==> src/rtl/alu_seq.sv <==
// Handshaked WIDTH-bit ALU: single-cycle logic/arith/shift/compare/MOV,
// iterative shift-add MUL and restoring DIV; result and flags held until accepted.
module alu_seq #(
  parameter int unsigned WIDTH = 8
) (
  input  logic             clk,
  input  logic             rst_n,
  input  logic             in_valid,
  output logic             in_ready,
  input  logic [7:0]       op,
  input  logic [WIDTH-1:0] A,
  input  logic [WIDTH-1:0] B,
  output logic             out_valid,
  input  logic             out_ready,
  output logic [WIDTH-1:0] X,
  output logic [WIDTH-1:0] X_hi,
  output logic [7:0]       Flags
);

  localparam int unsigned SHW = $clog2(WIDTH);

  localparam logic [7:0] OP_ADD  = 8'h01;
  localparam logic [7:0] OP_SUB  = 8'h02;
  localparam logic [7:0] OP_MUL  = 8'h03;
  localparam logic [7:0] OP_DIV  = 8'h04;
  localparam logic [7:0] OP_AND  = 8'h05;
  localparam logic [7:0] OP_OR   = 8'h06;
  localparam logic [7:0] OP_XOR  = 8'h07;
  localparam logic [7:0] OP_NOT  = 8'h08;
  localparam logic [7:0] OP_NAND = 8'h09;
  localparam logic [7:0] OP_NOR  = 8'h0A;
  localparam logic [7:0] OP_XNOR = 8'h0B;
  localparam logic [7:0] OP_SHL  = 8'h0C;
  localparam logic [7:0] OP_SHR  = 8'h0D;
  localparam logic [7:0] OP_CMP  = 8'h0F;
  localparam logic [7:0] OP_MOV  = 8'h80;

  typedef enum logic [1:0] {S_IDLE, S_MUL, S_DIV, S_DONE} state_t;

  state_t           state_q, state_d;
  logic [WIDTH-1:0] acc_hi_q, acc_hi_d, acc_lo_q, acc_lo_d, opd_q, opd_d;
  logic [SHW-1:0]   cnt_q, cnt_d;
  logic [WIDTH-1:0] x_d, x_hi_d;
  logic [7:0]       flags_d;

  function automatic logic [7:0] pack_flags(input logic z, input logic c, input logic s,
                                            input logic p, input logic o, input logic dz);
    return {dz, o, 1'b0, 1'b0, p, s, c, z};
  endfunction

  // Single-cycle result, evaluated on the live operands at accept
  logic [WIDTH:0]   add_w, sub_w, shl_w, shr_w;
  logic [SHW-1:0]   sh_n;
  logic [WIDTH-1:0] sc_x;
  logic [7:0]       sc_flags;
  logic             sc_c, sc_o, sc_ill, sc_cmp, lt, gt, eq;

  always_comb begin
    sh_n   = B[SHW-1:0];
    add_w  = {1'b0, A} + {1'b0, B};
    sub_w  = {1'b0, A} - {1'b0, B};
    shl_w  = {1'b0, A} << sh_n;
    shr_w  = {A, 1'b0} >> sh_n;
    lt     = (A < B);
    gt     = (A > B);
    eq     = (A == B);
    sc_x   = '0;
    sc_c   = 1'b0;
    sc_o   = 1'b0;
    sc_ill = 1'b0;
    sc_cmp = 1'b0;
    case (op)
      OP_ADD: begin
        sc_x = add_w[WIDTH-1:0];
        sc_c = add_w[WIDTH];
        sc_o = (A[WIDTH-1] == B[WIDTH-1]) && (add_w[WIDTH-1] != A[WIDTH-1]);
      end
      OP_SUB: begin
        sc_x = sub_w[WIDTH-1:0];
        sc_c = sub_w[WIDTH];
        sc_o = (A[WIDTH-1] != B[WIDTH-1]) && (sub_w[WIDTH-1] != A[WIDTH-1]);
      end
      OP_MUL, OP_DIV: sc_x = '0;
      OP_AND:  sc_x = A & B;
      OP_OR:   sc_x = A | B;
      OP_XOR:  sc_x = A ^ B;
      OP_NOT:  sc_x = ~A;
      OP_NAND: sc_x = ~(A & B);
      OP_NOR:  sc_x = ~(A | B);
      OP_XNOR: sc_x = ~(A ^ B);
      OP_SHL: begin
        sc_x = shl_w[WIDTH-1:0];
        sc_c = shl_w[WIDTH];
      end
      OP_SHR: begin
        sc_x = shr_w[WIDTH:1];
        sc_c = shr_w[0];
      end
      OP_CMP: begin
        sc_x   = WIDTH'({lt, gt, eq});
        sc_cmp = 1'b1;
      end
      OP_MOV:  sc_x = A;
      default: sc_ill = 1'b1;
    endcase
    if (sc_ill)      sc_flags = 8'h20;
    else if (sc_cmp) sc_flags = {5'b0, lt, gt, eq};
    else             sc_flags = pack_flags(sc_x == '0, sc_c, sc_x[WIDTH-1], ~^sc_x, sc_o, 1'b0);
  end

  // One MUL (shift-add) / DIV (restore) step on the iteration registers
  logic [WIDTH:0]   mul_sum, div_sh, div_diff;
  logic [WIDTH-1:0] mul_hi_n, mul_lo_n, div_hi_n, div_lo_n;
  logic             div_ge, last;

  always_comb begin
    mul_sum  = {1'b0, acc_hi_q} + (acc_lo_q[0] ? {1'b0, opd_q} : '0);
    mul_hi_n = mul_sum[WIDTH:1];
    mul_lo_n = {mul_sum[0], acc_lo_q[WIDTH-1:1]};
    div_sh   = {acc_hi_q, acc_lo_q[WIDTH-1]};
    div_ge   = (div_sh >= {1'b0, opd_q});
    div_diff = div_sh - {1'b0, opd_q};
    div_hi_n = div_ge ? div_diff[WIDTH-1:0] : div_sh[WIDTH-1:0];
    div_lo_n = {acc_lo_q[WIDTH-2:0], div_ge};
    last     = (cnt_q == SHW'(WIDTH - 1));
  end

  // Next-state and result update
  always_comb begin
    state_d  = state_q;
    acc_hi_d = acc_hi_q;
    acc_lo_d = acc_lo_q;
    opd_d    = opd_q;
    cnt_d    = cnt_q;
    x_d      = X;
    x_hi_d   = X_hi;
    flags_d  = Flags;
    case (state_q)
      S_IDLE: begin
        if (in_valid && in_ready) begin
          acc_hi_d = '0;
          cnt_d    = '0;
          if (op == OP_MUL) begin
            state_d  = S_MUL;
            acc_lo_d = B;
            opd_d    = A;
          end else if (op == OP_DIV) begin
            state_d  = S_DIV;
            acc_lo_d = A;
            opd_d    = B;
          end else begin
            state_d = S_DONE;
            x_d     = sc_x;
            x_hi_d  = '0;
            flags_d = sc_flags;
          end
        end
      end
      S_MUL: begin
        acc_hi_d = mul_hi_n;
        acc_lo_d = mul_lo_n;
        cnt_d    = cnt_q + 1'b1;
        if (last) begin
          state_d = S_DONE;
          x_d     = mul_lo_n;
          x_hi_d  = mul_hi_n;
          flags_d = pack_flags({mul_hi_n, mul_lo_n} == '0, mul_hi_n != '0, mul_lo_n[WIDTH-1],
                               ~^mul_lo_n, mul_hi_n != '0, 1'b0);
        end
      end
      S_DIV: begin
        acc_hi_d = div_hi_n;
        acc_lo_d = div_lo_n;
        cnt_d    = cnt_q + 1'b1;
        if (last) begin
          state_d = S_DONE;
          x_d     = div_lo_n;
          x_hi_d  = div_hi_n;
          flags_d = pack_flags(div_lo_n == '0, 1'b0, div_lo_n[WIDTH-1], ~^div_lo_n, 1'b0,
                               opd_q == '0);
        end
      end
      S_DONE: begin
        if (out_ready) state_d = S_IDLE;
      end
      default: state_d = S_IDLE;
    endcase
  end

  always_ff @(posedge clk) begin
    if (!rst_n) begin
      state_q   <= S_IDLE;
      in_ready  <= 1'b1;
      out_valid <= 1'b0;
      X         <= '0;
      X_hi      <= '0;
      Flags     <= '0;
      acc_hi_q  <= '0;
      acc_lo_q  <= '0;
      opd_q     <= '0;
      cnt_q     <= '0;
    end else begin
      state_q   <= state_d;
      in_ready  <= (state_d == S_IDLE);
      out_valid <= (state_d == S_DONE);
      X         <= x_d;
      X_hi      <= x_hi_d;
      Flags     <= flags_d;
      acc_hi_q  <= acc_hi_d;
      acc_lo_q  <= acc_lo_d;
      opd_q     <= opd_d;
      cnt_q     <= cnt_d;
    end
  end

endmodule
==> config.mk <==
export PLATFORM = sky130hd
export DESIGN_NAME = alu_seq
export DESIGN_NICKNAME = d
export VERILOG_FILES = /design/src/rtl/alu_seq.sv
export SDC_FILE = /design/constraint.sdc
export NUM_CORES = 1
export LEC_CHECK = 0
export CAP_MARGIN = 10
export CORE_ASPECT_RATIO = 1.4
export CORE_UTILIZATION = 45
export CTS_BUF_LIST = sky130_fd_sc_hd__clkbuf_2 sky130_fd_sc_hd__clkbuf_4 sky130_fd_sc_hd__clkbuf_8
export DETAILED_ROUTE_END_ITERATION = 8
export GPL_ROUTABILITY_DRIVEN = 0
export PLACE_DENSITY = 0.71
export SLEW_MARGIN = 20
export SYNTH_ARGS = -nofsm -noshare
export SYNTH_HDL_FRONTEND = slang
export SYNTH_SLANG_ARGS = --single-unit
==> constraint.sdc <==
create_clock -name clk -period 4.1 [get_ports clk]
set_input_delay 0.615 -clock clk [delete_from_list [all_inputs] [get_ports clk]]
set_output_delay 0.615 -clock clk [all_outputs]
set_load 0.03 [all_outputs]
==> results.md, run 1 <==
- Outcome: finished, final reports clean
- Final Power: 3.94 mW
- Initial drt markers: 413
- Number of synthesized flops with an enable pin: 0
- Synth unique cells: 80
- Clock sinks: 54
- Worst skew pair latency: 0.32 ns
- Antenna violations before repair: 0
- First-pass GRT wire length: 32500 µm
- Fmax: 252 MHz
- Synth cell count leaders: o21ai_0 (65), nor2_1 (63), nand2_1 (58)
- CTS tree: built
- Worst EP required: 4.32 ns
- DRT antenna net count: 0
- Slowest stage cell, crit path: clkdlybuf4s50_1
- Final cell count without fillers: 1054
- Max Slew Vio Count: 0
- Predominant post-synthesis flop cell: dfxtp_1
- Cell Rows: 49
- Cell leakage power: 3.16 nW
- Top delay family on crit path: compound AO/OA/AOI/OAI gates
- Period utilisation layout: 96.8%
- Routed WL per cell: 19.2 µm
- MaxCap Viol Count: 0
- Pwr dens: 540 nW/µm²
- Pin count of the biggest net entering global routing: 37
- Clk root buf: clkbuf_8
- # nets final: 987
- Syn Std Cell Area: 5880 µm²
- Util after Layout: 57.0%
- Core area: 12800 µm²
- Worst-margin pin slew: 0.921 ns
- Final Cell Area: 7300 µm²
- Via/cell ratio: 6.22
- IO Port Bufs: 52
- Yosys top cell area share: 18.4%
- CP Buf/Inv Count: 3
- Final worst slack: 0.129 ns
- Fill cell count: 1240
- #FFs+latches synth: 54
- Yosys warning count: 0
- Routed wire length: 20200 µm
- Crit path time final: 3.97 ns
- Slew HR: 38.4%
- Setup TNS: 0 ns
- Syn-to-layout area delta: 24.3%
- Hpwl dp: 16400 µm
- Initial Utilization: 45.9%
- Vias in the first global route: 6397
- Crit-path cells: clkdlybuf4s50_1 -> inv_1 -> ha_1 -> nand2b_1 -> a221oi_1 -> o31ai_2 -> a2111oi_2 -> nor4_1 -> buf_4 -> ha_1 -> xor2_1 -> xnor2_1 -> xnor2_1 -> nor3b_1 -> or3_1
- ANT cells: 0
- Crit start category: input pin
- Final Skew: 0.0176 ns
- Die height: 137 µm
- CP peak stage delay: 0.48 ns
- Largest cells by area after synthesis: dfxtp_1 (18%), ha_1 (12%), o21ai_0 (5.5%)
- Post-synth ARST share: 0%
- Fraction of layout cells with a size suffix above 1: 15.9%
- CTS buffer count: 5
- First drt pass iteration count: 5
- # Post-CTS Setup Buffers: 0
- Crit path kind: input pin to register
- H-tree levels: 2
- Placed cell count: 1046
- Max FO, Critical Path: 4
- Worst setup EP type: register
- Biggest area consumer among synthesized cells: dfxtp_1
- Full die area: 13500 µm²
- Total number of vias: 6560
- Chip Width: 98.6 µm
- Remaining Overflow, GRT: 0
- Placed Area: 7160 µm²
- Hold Path Class: register to register
- Register area share after synthesis: 18.4%
- Total GRT Usage: 30.7%
- Hold Vio Cnt, Final: 0
- Reg clk slew, reported paths: 0.11 ns
- CTS Buffer Depth: 2
- Worst VDD drop: 0.311 mV
- Fin Hold WS: 0.472 ns
- # DRC: 0
- CP Data Arrival Time: 4.19 ns
- Io pins: 54
- Quantity of hold-fixing buffers added after cts: 0
- Final Setup Violations: 0
- Count leader, synth: o21ai_0
- Syn_nets: 876
- Syn Inst Count: 789
- Post-Place Worst Slack: -0.588 ns
- Syn avg cell area: 7.45 µm²
sequential cells by signal (all words and copies together) (netlist names), 2 cells and up:
register	cells
X_hi	8
acc_lo_q	8
state_q	2
opd_q	8
cnt_q	3
Flags	7
acc_hi_q	8
X	8
layout by cell type (no fill, tap or decap), types with 7 or more instances in the layout:
cell type and instances:
o211ai_1 19, dfxtp_1 54, a21o_1 10, and2_1 11, inv_1 51, nor4_1 9, nor3_1 20, a211oi_1 12
o21a_1 7, nand2_1 58, a221oi_1 8, and3_1 10, clkdlybuf4s50_1 52, o22ai_1 7, nand3_1 12, a31oi_1 20
nor2_1 63, ha_1 55, a21oi_1 50, o21bai_1 7, nor2b_1 15, o21ai_0 64, nand2b_1 11, xnor2_1 10
buf_4 103, o211a_1 10, nand4_1 8, mux2i_1 23
per-layer routing:
metal | vias up | routed length (µm) | GRT usage [%]
met1 | 3027 | 7430 | 33.0
met3 | 108 | 1090 | 2.74
met2 | 295 | 10100 | 56.4
met5 | - | 0 | 0
li1 | 3130 | - | -
met4 | 0 | 1600 | 22.3
what timing repair did:
action | CTS | global route
resized for setup | 3 | 2
endpoints found under the hold margin | 0 | 0
pin swaps | 0 | 1
endpoints found under the setup margin | 1 | 1
cell type report:
cell class	instances	area [µm²]	area share [%]
Tap cell	153	191	2.62
Sequential cell	54	1080	14.8
Clock buffer	7	83.8	1.15
Clock inverter	1	30.0	0.411
Multi-Input combinational cell	629	4400	60.2
Timing Repair Buffer	156	1310	18.0
Inverter	54	203	2.78
report_power, final:
group	total, mW	switching [mW]	leakage, nW	internal (mW)
sequential	0.894	0.160	0.442	0.734
combinational	2.68	1.60	2.66	1.08
clock	0.370	0.174	0.0593	0.196
total	3.94	1.93	3.16	2.01
worst reg2reg max path, stage by stage (launching register included):
cell	delay [ns]
dfxtp_1	0.37
and2_1	0.16
ha_1	0.21
fa_1	0.41
a21o_1	0.20
a221oi_1	0.43
o21bai_1	0.13
a21o_1	0.22
nor4_1	0.41
buf_4	0.20
o21ai_0	0.18
a31oi_1	0.33
nor2_1	0.09
worst paths after layout:
check	startpoint	end	slack [ns]	cells after the start
setup / recovery	A[4]	Flags[3]	0.13	15
hold / removal	Flags[5]	Flags[5]	0.47	2
setup reg to reg	opd_q[0]	Flags[6]	0.64	12
hold reg to reg	Flags[5]	Flags[5]	0.47	2
cell families (layout without fill, tap and decap cells):
kind of cell | count (synthesis) | in the layout | synth area share, %
simple gates | 242 | 242 | 20.7
xor+xnor | 15 | 15 | 2.24
buf+inv | 106 | 218 | 7.30
mux | 27 | 27 | 5.07
other cells | 1 | 1 | 0.0638
compound gates | 285 | 285 | 33.2
flops | 54 | 54 | 18.4
fa+ha+maj | 59 | 59 | 13.1
No activity file was read; power rests on OpenSTA's default activity.
==> run 2, diff against run 1 <==
--- a/config.mk
+++ b/config.mk
@@ -7,6 +7,7 @@
 export LEC_CHECK = 0
 export CAP_MARGIN = 10
 export CORE_ASPECT_RATIO = 1.4
+export CORE_MARGIN = 2
 export CORE_UTILIZATION = 45
 export CTS_BUF_LIST = sky130_fd_sc_hd__clkbuf_2 sky130_fd_sc_hd__clkbuf_4 sky130_fd_sc_hd__clkbuf_8
 export DETAILED_ROUTE_END_ITERATION = 8
==> results.md, run 2 (synthesis results as in run 1) <==
- MaxCap Viol Count: 0 (unchanged)
- Chip Width: 101 µm (was 98.6 µm)
- Switching share of power: 49.3% (was 48.9%)
- First-pass GRT wire length: 32100 µm (was 32500 µm)
- Period utilisation layout: 95.5% (was 96.8%)
- Hpwl dp: 16300 µm (was 16400 µm)
- Worst setup EP type: register (unchanged)
- Max Slew Vio Count: 0 (unchanged)
- Routed wire length: 20300 µm (was 20200 µm)
- Worst setup startpoint: A[0] (was A[4])
- CTS tree: built (unchanged)
- Total GRT Usage: 28.9% (was 30.7%)
- GR Util met3: 3.53% (was 2.74%)
- Final Setup Violations: 0 (unchanged)
- Crit path kind: input pin to register (unchanged)
- Final Cell Area: 7320 µm² (was 7300 µm²)
- R2r worst-path depth: 12 (unchanged)
- # nets final: 989 (was 987)
- Final Skew: 0.00812 ns (was 0.0176 ns)
- # DRC: 0 (unchanged)
- Max FO, Critical Path: 4 (unchanged)
- Crit path to: Flags[3] (unchanged)
- Initial Utilization: 45.9% (unchanged)
- Busiest grt layer: met2 (unchanged)
- Final cell count without fillers: 1056 (was 1054)
- ANT cells: 0 (unchanged)
- Crit path time final: 3.91 ns (was 3.97 ns)
- Fraction of layout cells with a size suffix above 1: 16.2% (was 15.9%)
- Worst skew pair latency: 0.32 ns (about the same)
- DRT antenna net count: 0 (unchanged)
- Remaining Overflow, GRT: 0 (unchanged)
- Hold path start: Flags[5] (unchanged)
- Post-Place Worst Slack: -0.313 ns (was -0.588 ns)
- Reg2reg end: Flags[3] (was Flags[6])
- Worst EP required: 4.31 ns (was 4.32 ns)
- Vias in the first global route: 6242 (was 6397)
- Syn-to-layout area delta: 24.6% (was 24.3%)
- Pin count of the biggest net entering global routing: 37 (unchanged)
- Via/cell ratio: 6.22 (about the same)
- Full die area: 14000 µm² (was 13500 µm²)
- Fin Hold WS: 0.478 ns (was 0.472 ns)
- Total number of vias: 6568 (was 6560)
- Cell leakage power: 3.18 nW (was 3.16 nW)
- RSZ-0062 raised after global routing: false
- CP Data Arrival Time: 4.12 ns (was 4.19 ns)
- R2r setup slk: 0.71 ns (was 0.64 ns)
- Commonest non-fill, non-tap cell in the layout: buf_4 (unchanged)
- Util after Layout: 57.1% (was 57.0%)
- Pwr dens: 536 nW/µm² (was 540 nW/µm²)
- Fmax: 255 MHz (was 252 MHz)
- Routed WL per cell: 19.2 µm (about the same)
- Initial drt markers: 483 (was 413)
- Final worst slack: 0.185 ns (was 0.129 ns)
- Crit start category: input pin (unchanged)
- Clk root buf: clkbuf_8 (unchanged)
- Setup TNS: 0 ns (unchanged)
- Clk network pwr share: 8.8% (was 9.4%)
- Hold Path Class: register to register (unchanged)
- Reg clk slew, reported paths: 0.09 ns (was 0.11 ns)
- M2 GR Usage: 51.3% (was 56.4%)
- Cell Rows: 49 (unchanged)
- Met1 GRT Util: 32.9% (was 33.0%)
- Worst-margin pin slew: 0.919 ns (was 0.921 ns)
- Core area: 12800 µm² (unchanged)
- IO Port Bufs: 52 (unchanged)
- Outcome: finished, final reports clean (unchanged)
- Antenna violations before repair: 0 (unchanged)
- Hold Vio Cnt, Final: 0 (unchanged)
- Reg2reg start: opd_q[1] (was opd_q[0])
- Placed cell count: 1048 (was 1046)
- Quantity of hold-fixing buffers added after cts: 0 (unchanged)
- H-tree levels: 2 (unchanged)
- Die height: 139 µm (was 137 µm)
- Clock sinks: 54 (unchanged)
- Leading cell types in the layout, fill and taps excluded: buf_4 (104), o21ai_0 (64), nor2_1 (63), nand2_1 (58), ha_1 (55) (was buf_4 (103), o21ai_0 (64), nor2_1 (63), nand2_1 (58), ha_1 (55))
- Io pins: 54 (unchanged)
- Slew HR: 38.6% (was 38.4%)
- Switch Pwr: 1.93 mW (about the same)
- Placed Area: 7190 µm² (was 7160 µm²)
- Final Power: 3.92 mW (was 3.94 mW)
- CTS buffer count: 5 (unchanged)
- Power Internal: 1.99 mW (was 2.01 mW)
- Worst VDD drop: 0.311 mV (about the same)
- Flop pwr share: 22.7% (about the same)
- CTS Buffer Depth: 2 (unchanged)
- Combinational group share of total power: 68.5% (was 67.9%)
- First drt pass iteration count: 5 (unchanged)
==> run 2: what timing repair did <==
item | CTS | global route
buffers inserted | 0 | 0
hold endpoints to repair | 0 | 0
resized for setup | 0 | 5
endpoints found under the setup margin | 0 | 1
==> run 2: how the worst min path moves through the flow <==
| stage | to | slack, ns | cells after the start |
|---|---|---|---|
| 2_1_floorplan | cnt_q[1] | 0.44 | 2 |
| 3_3_place_gp | cnt_q[1] | 0.46 | 2 |
| 3_5_place_dp | Flags[5] | 0.47 | 2 |
| 4_1_cts | Flags[5] | 0.48 | 2 |
| 5_1_grt | X[3] | 0.53 | 1 |
| 6_report | Flags[5] | 0.48 | 2 |
==> run 2: final cells by class <==
class	instances	area (µm²)
Clock buffer	8	110
Fill cell	1241	5490
Inverter	54	203
Multi-Input combinational cell	629	4400
Sequential cell	54	1080
Tap cell	153	191
Timing Repair Buffer	158	1340
==> run 2: critical path, cell delays in order <==
cell	delay, ns
clkdlybuf4s50_1	0.56
inv_1	0.09
ha_1	0.24
fa_1	0.40
o21bai_1	0.16
a21oi_1	0.10
buf_4	0.14
o221a_2	0.27
o31ai_2	0.23
a211oi_2	0.13
ha_1	0.30
xor2_1	0.18
xnor2_1	0.16
xnor2_1	0.15
nor3b_1	0.07
or3_1	0.33
==> run 2: layer usage <==
metal | vias up | routed length [µm] | part of all wire, %
met4 | 0 | 1240 | 6.1
met3 | 86 | 1260 | 6.2
met2 | 321 | 10300 | 51
met5 | - | 0 | 0
met1 | 3020 | 7530 | 37
li1 | 3141 | - | -
==> run 2: power groups by stage <==
stage / Sequential (mW) / Combinational, mW / Clock, mW
final: 0.891 / 2.69 / 0.344
after global routing: 0.918 / 2.94 / 0.364
after CTS: 0.890 / 2.67 / 0.351
after detailed placement: 0.899 / 2.66 / 0
after global placement: 0.896 / 2.61 / 0
after floorplan: 1.09 / 1.59 / 0
